[config.mk]
export PLATFORM = sky130hd
export DESIGN_NAME = pc_source_unit
export DESIGN_NICKNAME = d
export VERILOG_FILES = /design/src/rtl/pc_source_unit_pkg.sv /design/src/rtl/pc_src_sel.sv /design/src/rtl/pc_source_unit.sv
export SDC_FILE = /design/constraint.sdc
export NUM_CORES = 1
export LEC_CHECK = 0
export ABC_AREA = 1
export CAP_MARGIN = 20
export CORE_ASPECT_RATIO = 0.8
export CORE_MARGIN = 1.5
export CORE_UTILIZATION = 45
export CTS_CLUSTER_SIZE = 24
export DETAILED_ROUTE_END_ITERATION = 16
export GPL_TIMING_DRIVEN = 0
export PLACE_DENSITY = 0.9
export SYNTH_ARGS = -nofsm -noshare
export SYNTH_HDL_FRONTEND = slang
export SYNTH_SLANG_ARGS = --single-unit
[constraint.sdc]
create_clock -name clk -period 3 [get_ports clk]
set_input_delay 0.45 -clock clk [delete_from_list [all_inputs] [get_ports clk]]
set_output_delay 0.45 -clock clk [all_outputs]
set_load 0.005 [all_outputs]
[src/rtl/pc_source_unit_pkg.sv]
// Shared definitions for the PC source unit: FSM state encoding, trap
// cause codes and the default trap vector layout.
package pc_source_unit_pkg;

    // Two-state control FSM: normal execution and trap handler execution.
    typedef enum logic {
        RUN  = 1'b0,
        TRAP = 1'b1
    } state_t;

    // Trap cause codes carried on exc_cause and reported on cause.
    localparam logic [1:0] CAUSE_OPCODE = 2'd0;
    localparam logic [1:0] CAUSE_OVF    = 2'd1;
    localparam logic [1:0] CAUSE_DIV0   = 2'd2;
    localparam logic [1:0] CAUSE_ALIGN  = 2'd3;

    // Default trap vector table: vector = base + cause * stride.
    localparam logic [31:0] DEF_VEC_BASE   = 32'h0000_00FC;
    localparam int          DEF_VEC_STRIDE = 4;

    // Select-index width; a single source still needs one select bit.
    function automatic int sel_width(input int n);
        return (n > 1) ? $clog2(n) : 1;
    endfunction

endpackage

[src/rtl/pc_src_sel.sv]
// Combinational N_SRC:1 next-PC source multiplexer. An index with no
// matching source yields an all-zero target and raises out_of_range.
module pc_src_sel
    import pc_source_unit_pkg::*;
#(
    parameter int DATA_W = 32,
    parameter int N_SRC  = 5,
    localparam int SEL_W = sel_width(N_SRC)
) (
    input  logic [SEL_W-1:0]        sel,
    input  logic [N_SRC*DATA_W-1:0] src_data,
    output logic [DATA_W-1:0]       target,
    output logic                    out_of_range
);

    logic hit;

    // Scan every slice; exactly one can match an in-range index.
    always_comb begin
        target = '0;
        hit    = 1'b0;
        for (int i = 0; i < N_SRC; i++) begin
            if (sel == SEL_W'(i)) begin
                target = src_data[i*DATA_W +: DATA_W];
                hit    = 1'b1;
            end
        end
        out_of_range = ~hit;
    end

endmodule

[src/rtl/pc_source_unit.sv]
// Program counter register with next-PC source selection, conditional
// branch loading, exception entry (EPC/cause capture) and return.
// Optional feature macro: PC_SOURCE_ALIGN_CHECK_EN -- misaligned load
// targets are suppressed and raise an alignment trap instead.
module pc_source_unit
    import pc_source_unit_pkg::*;
#(
    parameter int                DATA_W     = 32,
    parameter int                N_SRC      = 5,
    parameter logic [DATA_W-1:0] RESET_VEC  = '0,
    parameter logic [DATA_W-1:0] VEC_BASE   = DATA_W'(DEF_VEC_BASE),
    parameter int                VEC_STRIDE = DEF_VEC_STRIDE,
    parameter int                EPC_OFFSET = 4,
    localparam int               SEL_W      = sel_width(N_SRC)
) (
    input  logic                    clk,
    input  logic                    reset,
    input  logic [SEL_W-1:0]        pc_source,
    input  logic [N_SRC*DATA_W-1:0] src_data,
    input  logic                    pc_write,
    input  logic                    pc_write_cond,
    input  logic                    zero,
    input  logic                    branch_ne,
    input  logic                    exc_req,
    input  logic [1:0]              exc_cause,
    input  logic                    eret,
    output logic [DATA_W-1:0]       pc,
    output logic [DATA_W-1:0]       epc,
    output logic [1:0]              cause,
    output logic                    trap_active,
    output logic                    sel_err,
    output logic                    double_fault,
    output logic                    pc_loaded
);

    state_t            state;
    logic [DATA_W-1:0] target;
    logic              out_of_range;
    logic              load_en;
    logic              align_fault;

    // Trap vector for a given cause code.
    function automatic logic [DATA_W-1:0] vec_of(input logic [1:0] c);
        return VEC_BASE + DATA_W'(c) * DATA_W'(VEC_STRIDE);
    endfunction

    pc_src_sel #(
        .DATA_W (DATA_W),
        .N_SRC  (N_SRC)
    ) u_sel (
        .sel          (pc_source),
        .src_data     (src_data),
        .target       (target),
        .out_of_range (out_of_range)
    );

    // Unconditional write, or branch taken: beq when branch_ne=0, bne when 1.
    assign load_en = pc_write | (pc_write_cond & (zero ^ branch_ne));

`ifdef PC_SOURCE_ALIGN_CHECK_EN
    // A load to a non word-aligned target is turned into an alignment trap.
    assign align_fault = load_en & (target[1:0] != 2'b00);
`else
    assign align_fault = 1'b0;
`endif

    // The state register is the trap indicator itself.
    assign trap_active = (state == TRAP);

    // PC/EPC/cause registers and the RUN/TRAP control FSM.
    always_ff @(posedge clk) begin
        if (reset) begin
            pc           <= RESET_VEC;
            epc          <= '0;
            cause        <= CAUSE_OPCODE;
            state        <= RUN;
            sel_err      <= 1'b0;
            double_fault <= 1'b0;
            pc_loaded    <= 1'b0;
        end else begin
            pc_loaded <= 1'b0;
            case (state)
                RUN: begin
                    if (exc_req) begin
                        // Explicit exception wins over any PC load this cycle.
                        epc       <= pc - DATA_W'(EPC_OFFSET);
                        cause     <= exc_cause;
                        pc        <= vec_of(exc_cause);
                        state     <= TRAP;
                        pc_loaded <= 1'b1;
                    end else if (align_fault) begin
                        // Faulting branch/jump: EPC points at the current PC.
                        epc       <= pc;
                        cause     <= CAUSE_ALIGN;
                        pc        <= vec_of(CAUSE_ALIGN);
                        state     <= TRAP;
                        pc_loaded <= 1'b1;
                    end else if (load_en) begin
                        pc        <= target;
                        pc_loaded <= 1'b1;
                        if (out_of_range) begin
                            sel_err <= 1'b1;
                        end
                    end
                end
                TRAP: begin
                    if (eret) begin
                        pc        <= epc;
                        state     <= RUN;
                        pc_loaded <= 1'b1;
                    end else begin
                        // A nested trap is only recorded; handler state is kept.
                        if (exc_req || align_fault) begin
                            double_fault <= 1'b1;
                        end
                        if (load_en && !align_fault) begin
                            pc        <= target;
                            pc_loaded <= 1'b1;
                            if (out_of_range) begin
                                sel_err <= 1'b1;
                            end
                        end
                    end
                end
                default: state <= RUN;
            endcase
        end
    end

endmodule
==> out/qor.txt, run 1 <==
status: completed
Overflow after GRT: 0
Setup crit start kind: primary input
Register-to-Register Setup Slack: 1.19 ns
height of the chip: 97.4 µm
number of rows in the core area: 34
met2 Usage GRT: 57.0%
final max-slew violation count: 0
clock latency on the worst-skew pair: 0.33 ns
worst hold path depth: 1
routed wirelength normalized by instance count: 16.0 µm
total via count after detailed routing: 6732
starting density of the core: 46.2%
GR Layer Usage met1: 45.2%
total negative slack for setup checks: 0 ns
count of distinct cell types in the synthesized netlist: 34
CTS tree: built
dpl hpwl: 16500 µm
power density cells: 426 mW/mm²
post-placement worst setup slack: 0.745 ns
Setup Skew: 0.00769 ns
Peak supply drop: 0.312 mV
remaining routing DRC violations: 0
most common cell after layout, fill and taps aside: sky130_fd_sc_hd__clkdlybuf4s50_1
commonest non-fill, non-tap cells in the layout: sky130_fd_sc_hd__clkdlybuf4s50_1, sky130_fd_sc_hd__nand2_1, sky130_fd_sc_hd__nor2_1
setup repair after global routing missed its margin: no
relative area change from synthesis to final layout: 58.0%
Setup Crit Path Kind: in -> reg
Internal Pwr Total: 2.34 mW
number of search-and-repair iterations in the first detailed-routing pass: 5
initial antenna violation count: 0
shortest clock period the worst path allows after layout: 1.97 ns
clock root cell: sky130_fd_sc_hd__clkbuf_16
Longest Clk Path Bufs: 2
boundary pin count: 243
share of the clock period used by the worst path after layout: 65.6%
setup ws final: 1.03 ns
routability congestion estimate: 1.01
Worst Max-Slew Pin Slew: 0.644 ns
layout cell share with drive strength beyond 1: 5.37%
fill cell total of the finished layout: 942
number of routed nets with antenna violations: 0
standby leakage power: 3.48 nW
number of DRC markers in iteration 0: 531
Worst-path clk slew: 0.05 ns
synthesized area per cell: 5.80 µm²
flip-flop and latch count after synthesis: 70
type of the worst min-delay path: reg -> reg
met3 global-route usage: 7.28%
part of the total power dissipated in the clock network: 35.7%
Post-layout nets: 1288
part of the Yosys area used for sequential elements: 28.0%
count of H-tree levels built during CTS: 3
first-pass GRT wire length: 32100 µm
antenna fix cells: 0
switching part of the total: 30.5%
type of element capturing the critical path: flip-flop
highest fanout seen on the critical path: 10
combinational cell fraction of total power: 32.3%
net switching power figure: 1.03 mW
maximum clock frequency: 0.508 GHz
number of nets in the synthesized netlist: 1038
total routed wirelength: 20200 µm
number of vias per cell after detailed routing: 5.33
Gates resized, CTS repair: 0
worst r2r path cells: 9
final hold vios: 0
count of buffers inserted at the top-level ports: 239
Warnings, synthesis: 0
sequential cell fraction of total power: 32.1%
footprint of the multi-input gates: 0.00294 mm²
number of maximum-capacitance constraint violations: 0
final setup fails: 0
Relative slew margins: 57.1%
clock buffer count from CTS: 9
post-synthesis cell count: 863
number of global-route vias before repair: 6330
Floorplan Core Area: 0.0108 mm²
CP Data Required Time: 3.26 ns
hold_buf cts: 0
synthesized cell area: 0.00501 mm²
Die Wd: 121 µm
pin count of the biggest net entering global routing: 12
global routing's busiest layer: met2
area taken by flip-flops and latches: 0.00140 mm²
data arrival time of the critical path: 2.22 ns
die footprint: 0.0118 mm²
Global Route Usage Sum: 34.4%
# Post-CTS Setup Buffers: 0
number of sinks driven by the clock tree: 70
-- path summary, 6_finish.rpt --
kind / to / start
worst max-delay path: pc[10] / eret
worst min-delay path: sel_err / sel_err
worst max register to register: epc[18] / pc[2]
worst min register to register: sel_err / sel_err
-- cells in the mapped netlist --
library cell / number / share of area, %
sky130_fd_sc_hd__o21a_1: 2 / 0.30
sky130_fd_sc_hd__nor2_4: 3 / 0.67
sky130_fd_sc_hd__nor2_1: 110 / 8.2
sky130_fd_sc_hd__nor3_1: 1 / 0.10
sky130_fd_sc_hd__buf_1: 2 / 0.15
sky130_fd_sc_hd__clkinv_2: 1 / 0.10
sky130_fd_sc_hd__a31oi_1: 4 / 0.50
sky130_fd_sc_hd__buf_2: 21 / 2.1
sky130_fd_sc_hd__a21boi_0: 5 / 0.75
sky130_fd_sc_hd__nand3_1: 85 / 8.5
sky130_fd_sc_hd__clkbuf_1: 16 / 1.2
sky130_fd_sc_hd__clkbuf_2: 1 / 0.10
sky130_fd_sc_hd__inv_2: 6 / 0.45
sky130_fd_sc_hd__buf_4: 4 / 0.60
sky130_fd_sc_hd__xor2_1: 5 / 0.87
sky130_fd_sc_hd__nand2_4: 1 / 0.22
sky130_fd_sc_hd__inv_1: 105 / 7.9
sky130_fd_sc_hd__a21oi_1: 84 / 8.4
sky130_fd_sc_hd__ha_1: 2 / 0.50
sky130_fd_sc_hd__xnor2_1: 1 / 0.17
sky130_fd_sc_hd__or2_2: 1 / 0.12
sky130_fd_sc_hd__nand2_1: 220 / 16
sky130_fd_sc_hd__buf_6: 3 / 0.67
sky130_fd_sc_hd__nor3_2: 1 / 0.20
sky130_fd_sc_hd__a221oi_1: 1 / 0.17
sky130_fd_sc_hd__nand3b_1: 3 / 0.45
sky130_fd_sc_hd__o211ai_1: 2 / 0.30
sky130_fd_sc_hd__or2_0: 1 / 0.12
sky130_fd_sc_hd__dfxtp_1: 70 / 28
sky130_fd_sc_hd__nand4_1: 55 / 6.9
sky130_fd_sc_hd__nor2_2: 4 / 0.50
sky130_fd_sc_hd__o21ai_0: 36 / 3.6
sky130_fd_sc_hd__nand2_2: 1 / 0.12
sky130_fd_sc_hd__o21ai_1: 6 / 0.60
-- cells by family (layout without fill, tap and decap cells) --
group	Yosys count	after routing	synth area share, %
AOI/OAI and AO/OA	140	140	14.6
buffers and inverters	159	414	13.2
adders and majority gates	2	2	0.500
and+or+nand+nor	486	486	42.6
xor gates and xnor gates	6	6	1.05
DFF	70	70	28.0
-- critical path: stages --
cell	delay, ns
sky130_fd_sc_hd__clkdlybuf4s50_1	0.43
sky130_fd_sc_hd__nand2_1	0.18
sky130_fd_sc_hd__inv_2	0.09
sky130_fd_sc_hd__nor2_4	0.20
sky130_fd_sc_hd__nand2_2	0.19
sky130_fd_sc_hd__inv_1	0.17
sky130_fd_sc_hd__buf_2	0.21
sky130_fd_sc_hd__nand2_1	0.13
sky130_fd_sc_hd__a21oi_1	0.16
-- flip-flops by register name, indices dropped and copies added, names as in the netlist --
name	count
pc	32
pc_loaded	1
epc	32
cause	2
sel_err	1
double_fault	1
trap_active	1
-- through the flow --
| stage | std cells | hold slack, ns | utilization (%) | cell area (µm²) | power (mW) |
|---|---|---|---|---|---|
| floorplan | 863 | 0.461 | - | 5010 | 1.61 |
| global placement | 1246 | 0.448 | 69.9 | 7580 | 2.15 |
| detailed placement | 1246 | 0.453 | 69.9 | 7580 | 2.16 |
| CTS | 1262 | 0.464 | 72.9 | 7910 | 3.35 |
| global route | 1262 | 0.488 | 72.9 | 7910 | 3.52 |
| finish | 1262 | 0.465 | 72.9 | 7910 | 3.37 |
-- layout make-up --
cell class | count | area share [%]
flip-flops and latches | 70 | 17.7
well taps | 144 | 2.28
clock buffers | 12 | 2.99
multi-input cells | 634 | 37.2
clock inverters | 4 | 1.20
plain buffers | 47 | 3.05
repair buffers | 239 | 30.2
inverters | 112 | 5.33
-- per-layer routing --
layer	part of all wire (%)	vias up
met5	0	-
met4	2.6	0
met3	9.1	48
met2	45	355
met1	43	3020
li1	-	3309
-- power groups by stage --
stage | clock network, mW | registers [mW] | logic (mW)
after floorplan | 0 | 1.09 | 0.521
after global placement | 0 | 1.10 | 1.05
after detailed placement | 0 | 1.10 | 1.06
after CTS | 1.20 | 1.08 | 1.07
after global routing | 1.24 | 1.09 | 1.19
final | 1.20 | 1.08 | 1.09
(Power assumes the default switching activity.)
==> run 2, diff against run 1 <==
--- a/config.mk
+++ b/config.mk
@@ -9,11 +9,11 @@
 export CAP_MARGIN = 20
 export CORE_ASPECT_RATIO = 0.8
 export CORE_MARGIN = 1.5
-export CORE_UTILIZATION = 45
+export CORE_UTILIZATION = 42
 export CTS_CLUSTER_SIZE = 24
 export DETAILED_ROUTE_END_ITERATION = 16
 export GPL_TIMING_DRIVEN = 0
-export PLACE_DENSITY = 0.9
+export PLACE_DENSITY = 0.85
 export SYNTH_ARGS = -nofsm -noshare
 export SYNTH_HDL_FRONTEND = slang
 export SYNTH_SLANG_ARGS = --single-unit
==> constraint.sdc (replaced) <==
create_clock -name clk -period 2.03 [get_ports clk]
set_input_delay 0.3045 -clock clk [delete_from_list [all_inputs] [get_ports clk]]
set_output_delay 0.3045 -clock clk [all_outputs]
set_load 0.005 [all_outputs]
==> run 2 against run 1 <==
Against the previous run:
- via count decreased by 0.31%
- die area increased by 6.9%
- final area decreased by 0.27%
- cell count increased by 0.32%
- worst hold slack got worse by 0.022 ns
- critical endpoint is now pc[1]
- clock skew increased by 0.0034 ns
- register-to-register slack got worse by 0.94 ns
- sequential cell count unchanged
- non-clock buffer count unchanged
- clock power increased by 35%
- sequential power increased by 47%
- core utilization decreased by 4.7 points
==> out/qor.txt, run 2 (synthesis gave the netlist of run 1 again) <==
Regs by FF count: epc x32, pc x32, cause x2
number of DRC markers in iteration 0: 498
power density cells: 611 mW/mm²
Die Wd: 125 µm
Setup Crit Path Kind: in -> reg
number of global-route vias before repair: 6275
shortest clock period the worst path allows after layout: 1.86 ns
first-pass GRT wire length: 31600 µm
layout cell share with drive strength beyond 1: 5.64%
number of rows in the core area: 35
footprint of the multi-input gates: 0.00294 mm²
clock latency on the worst-skew pair: 0.34 ns
count of buffers inserted at the top-level ports: 239
final total power: 4.82 mW
kind of cell adding the most delay to the critical path: buffers and inverters
area taken by flip-flops and latches: 0.00140 mm²
final max-slew violation count: 0
number of vias per cell after detailed routing: 5.30
Overflow after GRT: 0
relative area change from synthesis to final layout: 57.6%
number of sinks driven by the clock tree: 70
Worst Max-Slew Pin Slew: 0.681 ns
# Post-CTS Setup Buffers: 0
Gates resized, CTS repair: 0
Floorplan Core Area: 0.0116 mm²
Post-layout nets: 1288
CP Data Required Time: 2.29 ns
initial antenna violation count: 0
status: completed
Longest Clk Path Bufs: 2
highest fanout seen on the critical path: 10
critical path's most frequent cell: sky130_fd_sc_hd__nand2_1
number of routed nets with antenna violations: 0
number of maximum-capacitance constraint violations: 0
Global Route Usage Sum: 31.7%
final setup fails: 0
starting density of the core: 43.3%
hold_buf cts: 0
number of search-and-repair iterations in the first detailed-routing pass: 5
worst hold path depth: 4
die footprint: 0.0126 mm²
routability congestion estimate: 0.979
share of the clock period used by the worst path after layout: 91.7%
antenna fix cells: 0
CTS tree: built
critical path's largest stage delay: 0.47 ns
routed wirelength normalized by instance count: 16.1 µm
data arrival time of the critical path: 2.12 ns
total routed wirelength: 20400 µm
total via count after detailed routing: 6711
number of buffer and inverter stages on the critical path: 4
dpl cells: 1250
Setup crit start kind: primary input
height of the chip: 101 µm
count of H-tree levels built during CTS: 3
clock buffer count from CTS: 9
clock root cell: sky130_fd_sc_hd__clkbuf_16
commonest non-fill, non-tap cells in the layout: sky130_fd_sc_hd__clkdlybuf4s50_1, sky130_fd_sc_hd__nand2_1, sky130_fd_sc_hd__nor2_1
fill cell total of the finished layout: 1047
most common cell after layout, fill and taps aside: sky130_fd_sc_hd__clkdlybuf4s50_1
Relative slew margins: 54.6%
pin count of the biggest net entering global routing: 15
Setup Skew: 0.0110 ns
maximum clock frequency: 0.537 GHz
list of cells traversed by the critical path: clkdlybuf4s50_1 -> inv_1 -> nand2_1 -> nand3_1 -> nand2_1 -> nand2_2 -> inv_1 -> buf_2 -> nand2_1 -> a21oi_1
cell with the largest stage delay on the worst path: sky130_fd_sc_hd__clkdlybuf4s50_1
boundary pin count: 243
worst r2r path cells: 8
Worst-path clk slew: 0.06 ns
type of element capturing the critical path: flip-flop
dpl hpwl: 16700 µm
final hold vios: 0
depth of the critical timing path with buffers and inverters included: 10
Layout Cells excl Fill: 1266
Peak supply drop: 0.350 mV
type of the worst min-delay path: in -> reg
setup repair after global routing missed its margin: no
standby leakage power: 3.46 nW
remaining routing DRC violations: 0
## run 2: cell count changes in the layout (fill, tap and decap cells not counted), sizes merged
cell,previous run,this run
bufinv,3,1
inv,111,114
clkbuf,29,26
clkinvlp,0,2
## run 2: cell type report
type                    instances  area share, %
plain buffers                  47           3.06
well taps                     148           2.35
flip-flops and latches         70           17.8
inverters                     112           5.34
clock inverters                 7           1.01
repair buffers                239           30.3
multi-input cells             634           37.3
clock buffers                   9           2.85
## run 2: final timing paths
path,from,end,slack [ns]
setup / recovery,zero,pc[1],0.17
hold / removal,reset,epc[9],0.44
setup reg to reg,trap_active,pc[1],0.25
hold reg to reg,double_fault,double_fault,0.48
## run 2: power breakdown
part | leakage (nW) | internal [mW] | switching [mW]
logic | 2.74 | 0.779 | 0.828
registers | 0.576 | 1.49 | 0.108
clock network | 0.143 | 0.966 | 0.653
total | 3.46 | 3.23 | 1.59
## run 2: routing by layer
layer	GRT usage [%]	wire length [µm]	vias to the layer above
li1	-	-	3305
met1	40.3	8570	3004
met2	52.2	9150	344
met3	7.32	1910	58
met4	12.8	741	0
met5	0	0	-
## run 2: per-stage QoR
stage / worst slack [ns] / util (%) / hold slack (ns) / setup TNS [ns] / cell area [µm²]
floorplan: 0.663 / - / 0.456 / 0 / 5010
global placement: -0.0523 / 65.6 / 0.450 / -0.212 / 7590
detailed placement: -0.109 / 65.6 / 0.462 / -1.39 / 7590
CTS: 0.166 / 68.3 / 0.434 / 0 / 7890
global route: 0.00886 / 68.3 / 0.495 / 0 / 7890
finish: 0.169 / 68.3 / 0.443 / 0 / 7890
## run 2: tightest hold or removal path, delay by kind of cell
family	cells	cell delay, ns
buf+inv	2	0.22
compound gates	2	0.22
==> run 3, diff against run 2 <==
--- a/config.mk
+++ b/config.mk
@@ -8,7 +8,6 @@
 export ABC_AREA = 1
 export CAP_MARGIN = 20
 export CORE_ASPECT_RATIO = 0.8
-export CORE_MARGIN = 1.5
 export CORE_UTILIZATION = 42
 export CTS_CLUSTER_SIZE = 24
 export DETAILED_ROUTE_END_ITERATION = 16
==> run 3 against run 2 <==
Against the previous run:
- critical path depth is the same
- via count shrank 0.80%
- clock power shrank 6%
- worst hold slack lost 0.033 ns
- combinational power is essentially flat
- worst setup slack gained 0.042 ns
- sequential cell count is the same
- first-iteration DRC count grew 24%
- global-route usage grew 0.93 points
- power shrank 2.2%
- wire length shrank 0.63%
- register-to-register slack is essentially flat
- largest power group is now sequential cells
==> out/qor.txt, run 3 (synthesis gave the netlist of run 1 again) <==
die footprint: 0.0124 mm²
standby leakage power: 3.45 nW
Setup Crit Path Kind: in -> reg
highest fanout seen on the critical path: 10
fill cell total of the finished layout: 1088
Layout Cells excl Fill: 1266
post-placement cell area: 0.00759 mm²
initial antenna violation count: 0
height of the chip: 99.7 µm
count of buffers inserted at the top-level ports: 239
part of the total power dissipated in the clock network: 32.2%
Worst Max-Slew Pin Slew: 0.666 ns
pin count of the biggest net entering global routing: 13
number of sinks driven by the clock tree: 70
status: completed
number of maximum-capacitance constraint violations: 0
total routed wirelength: 20200 µm
Floorplan Core Area: 0.0116 mm²
Peak supply drop: 0.363 mV
hold_buf cts: 0
Setup Skew: 0.00754 ns
final max-slew violation count: 0
dpl hpwl: 16700 µm
remaining routing DRC violations: 0
shortest clock period the worst path allows after layout: 1.82 ns
clock buffer count from CTS: 9
switching part of the total: 32.9%
clock root cell: sky130_fd_sc_hd__clkbuf_16
Overflow after GRT: 0
Relative slew margins: 55.6%
commonest non-fill, non-tap cells in the layout: sky130_fd_sc_hd__clkdlybuf4s50_1, sky130_fd_sc_hd__nand2_1, sky130_fd_sc_hd__nor2_1
Regs by FF count: epc x32, pc x32, cause x2
first-pass GRT wire length: 30900 µm
number of rows in the core area: 35
number of vias per cell after detailed routing: 5.26
most common cell after layout, fill and taps aside: sky130_fd_sc_hd__clkdlybuf4s50_1
data arrival time of the critical path: 2.08 ns
CTS tree: built
Gates resized, CTS repair: 0
routability congestion estimate: 0.974
total via count after detailed routing: 6657
boundary pin count: 243
layout cell share with drive strength beyond 1: 5.55%
# Post-CTS Setup Buffers: 0
number of routed nets with antenna violations: 0
number of search-and-repair iterations in the first detailed-routing pass: 7
sequential cell fraction of total power: 33.9%
final setup fails: 0
number of global-route vias before repair: 6051
final hold vios: 0
share of the clock period used by the worst path after layout: 89.6%
Die Wd: 124 µm
Setup crit start kind: primary input
combinational cell fraction of total power: 34.0%
worst hold slack: 0.409 ns
type of the worst min-delay path: in -> reg
final instance area: 0.00787 mm²
Longest Clk Path Bufs: 2
setup repair after global routing missed its margin: no
Worst-path clk slew: 0.06 ns
antenna fix cells: 0
utilization after layout: 68.1%
power density cells: 599 mW/mm²
clock latency on the worst-skew pair: 0.34 ns
Post-layout nets: 1288
CP Data Required Time: 2.29 ns
type of element capturing the critical path: flip-flop
Internal Pwr Total: 3.16 mW
starting density of the core: 43.3%
net switching power figure: 1.55 mW
maximum clock frequency: 0.550 GHz
count of H-tree levels built during CTS: 3
routed wirelength normalized by instance count: 16.0 µm
Global Route Usage Sum: 32.6%
dpl cells: 1250
number of DRC markers in iteration 0: 617
relative area change from synthesis to final layout: 57.2%
[run 3: changes by cell type in the layout (fill, tap and decap cells not counted), sizes merged]
cell and change:
inv -3, clkbuf +3, bufinv -1, clkinvlp +1
[run 3: routing by layer]
layer / global-route usage, % / share of wire [%]
met1: 42.9 / 43
met2: 54.2 / 47
met3: 4.76 / 7.8
met4: 10.7 / 2.3
met5: 0 / 0
[run 3: layout make-up]
type                    instances  area (µm²)  share of cell area (%)
plain buffers                  47         241                    3.07
clock inverters                 4        31.3                   0.397
well taps                     148         185                    2.35
flip-flops and latches         70        1400                    17.8
inverters                     112         422                    5.36
clock buffers                  12         256                    3.26
multi-input cells             634        2940                    37.4
repair buffers                239        2390                    30.4
[run 3: path summary, 6_finish.rpt]
path                              from  endpoint  slack [ns]  cells after the start
worst max-delay path              zero    pc[17]        0.21                     10
worst max register to register   pc[2]   epc[14]        0.24                      8
worst min-delay path             reset    epc[9]        0.41                      4
worst min register to register  epc[0]    epc[0]        0.47                      2
[run 3: power groups by stage]
| stage | clock [mW] | sequential (mW) | combinational [mW] |
|---|---|---|---|
| 3_3_place_gp | 0 | 1.62 | 1.56 |
| 2_1_floorplan | 0 | 1.61 | 0.771 |
| 6_report | 1.52 | 1.60 | 1.60 |
| 3_5_place_dp | 0 | 1.62 | 1.58 |
| 5_1_grt | 1.58 | 1.61 | 1.76 |
| 4_1_cts | 1.50 | 1.59 | 1.58 |
[run 3: through the flow]
stage | worst slack, ns | setup TNS [ns] | power (mW)
2_1_floorplan | 0.663 | 0 | 2.38
3_3_place_gp | -0.0713 | -0.326 | 3.18
3_5_place_dp | -0.103 | -0.835 | 3.20
4_1_cts | 0.219 | 0 | 4.68
5_1_grt | 0.0349 | 0 | 4.95
6_report | 0.211 | 0 | 4.71
[run 3: critical path: stages]
cell	delay, ns
sky130_fd_sc_hd__clkdlybuf4s50_1	0.48
sky130_fd_sc_hd__inv_1	0.04
sky130_fd_sc_hd__nand2_1	0.05
sky130_fd_sc_hd__nand3_1	0.06
sky130_fd_sc_hd__nand2_1	0.23
sky130_fd_sc_hd__nand2_2	0.23
sky130_fd_sc_hd__inv_1	0.17
sky130_fd_sc_hd__buf_2	0.22
sky130_fd_sc_hd__nand2_1	0.14
sky130_fd_sc_hd__a21oi_1	0.16
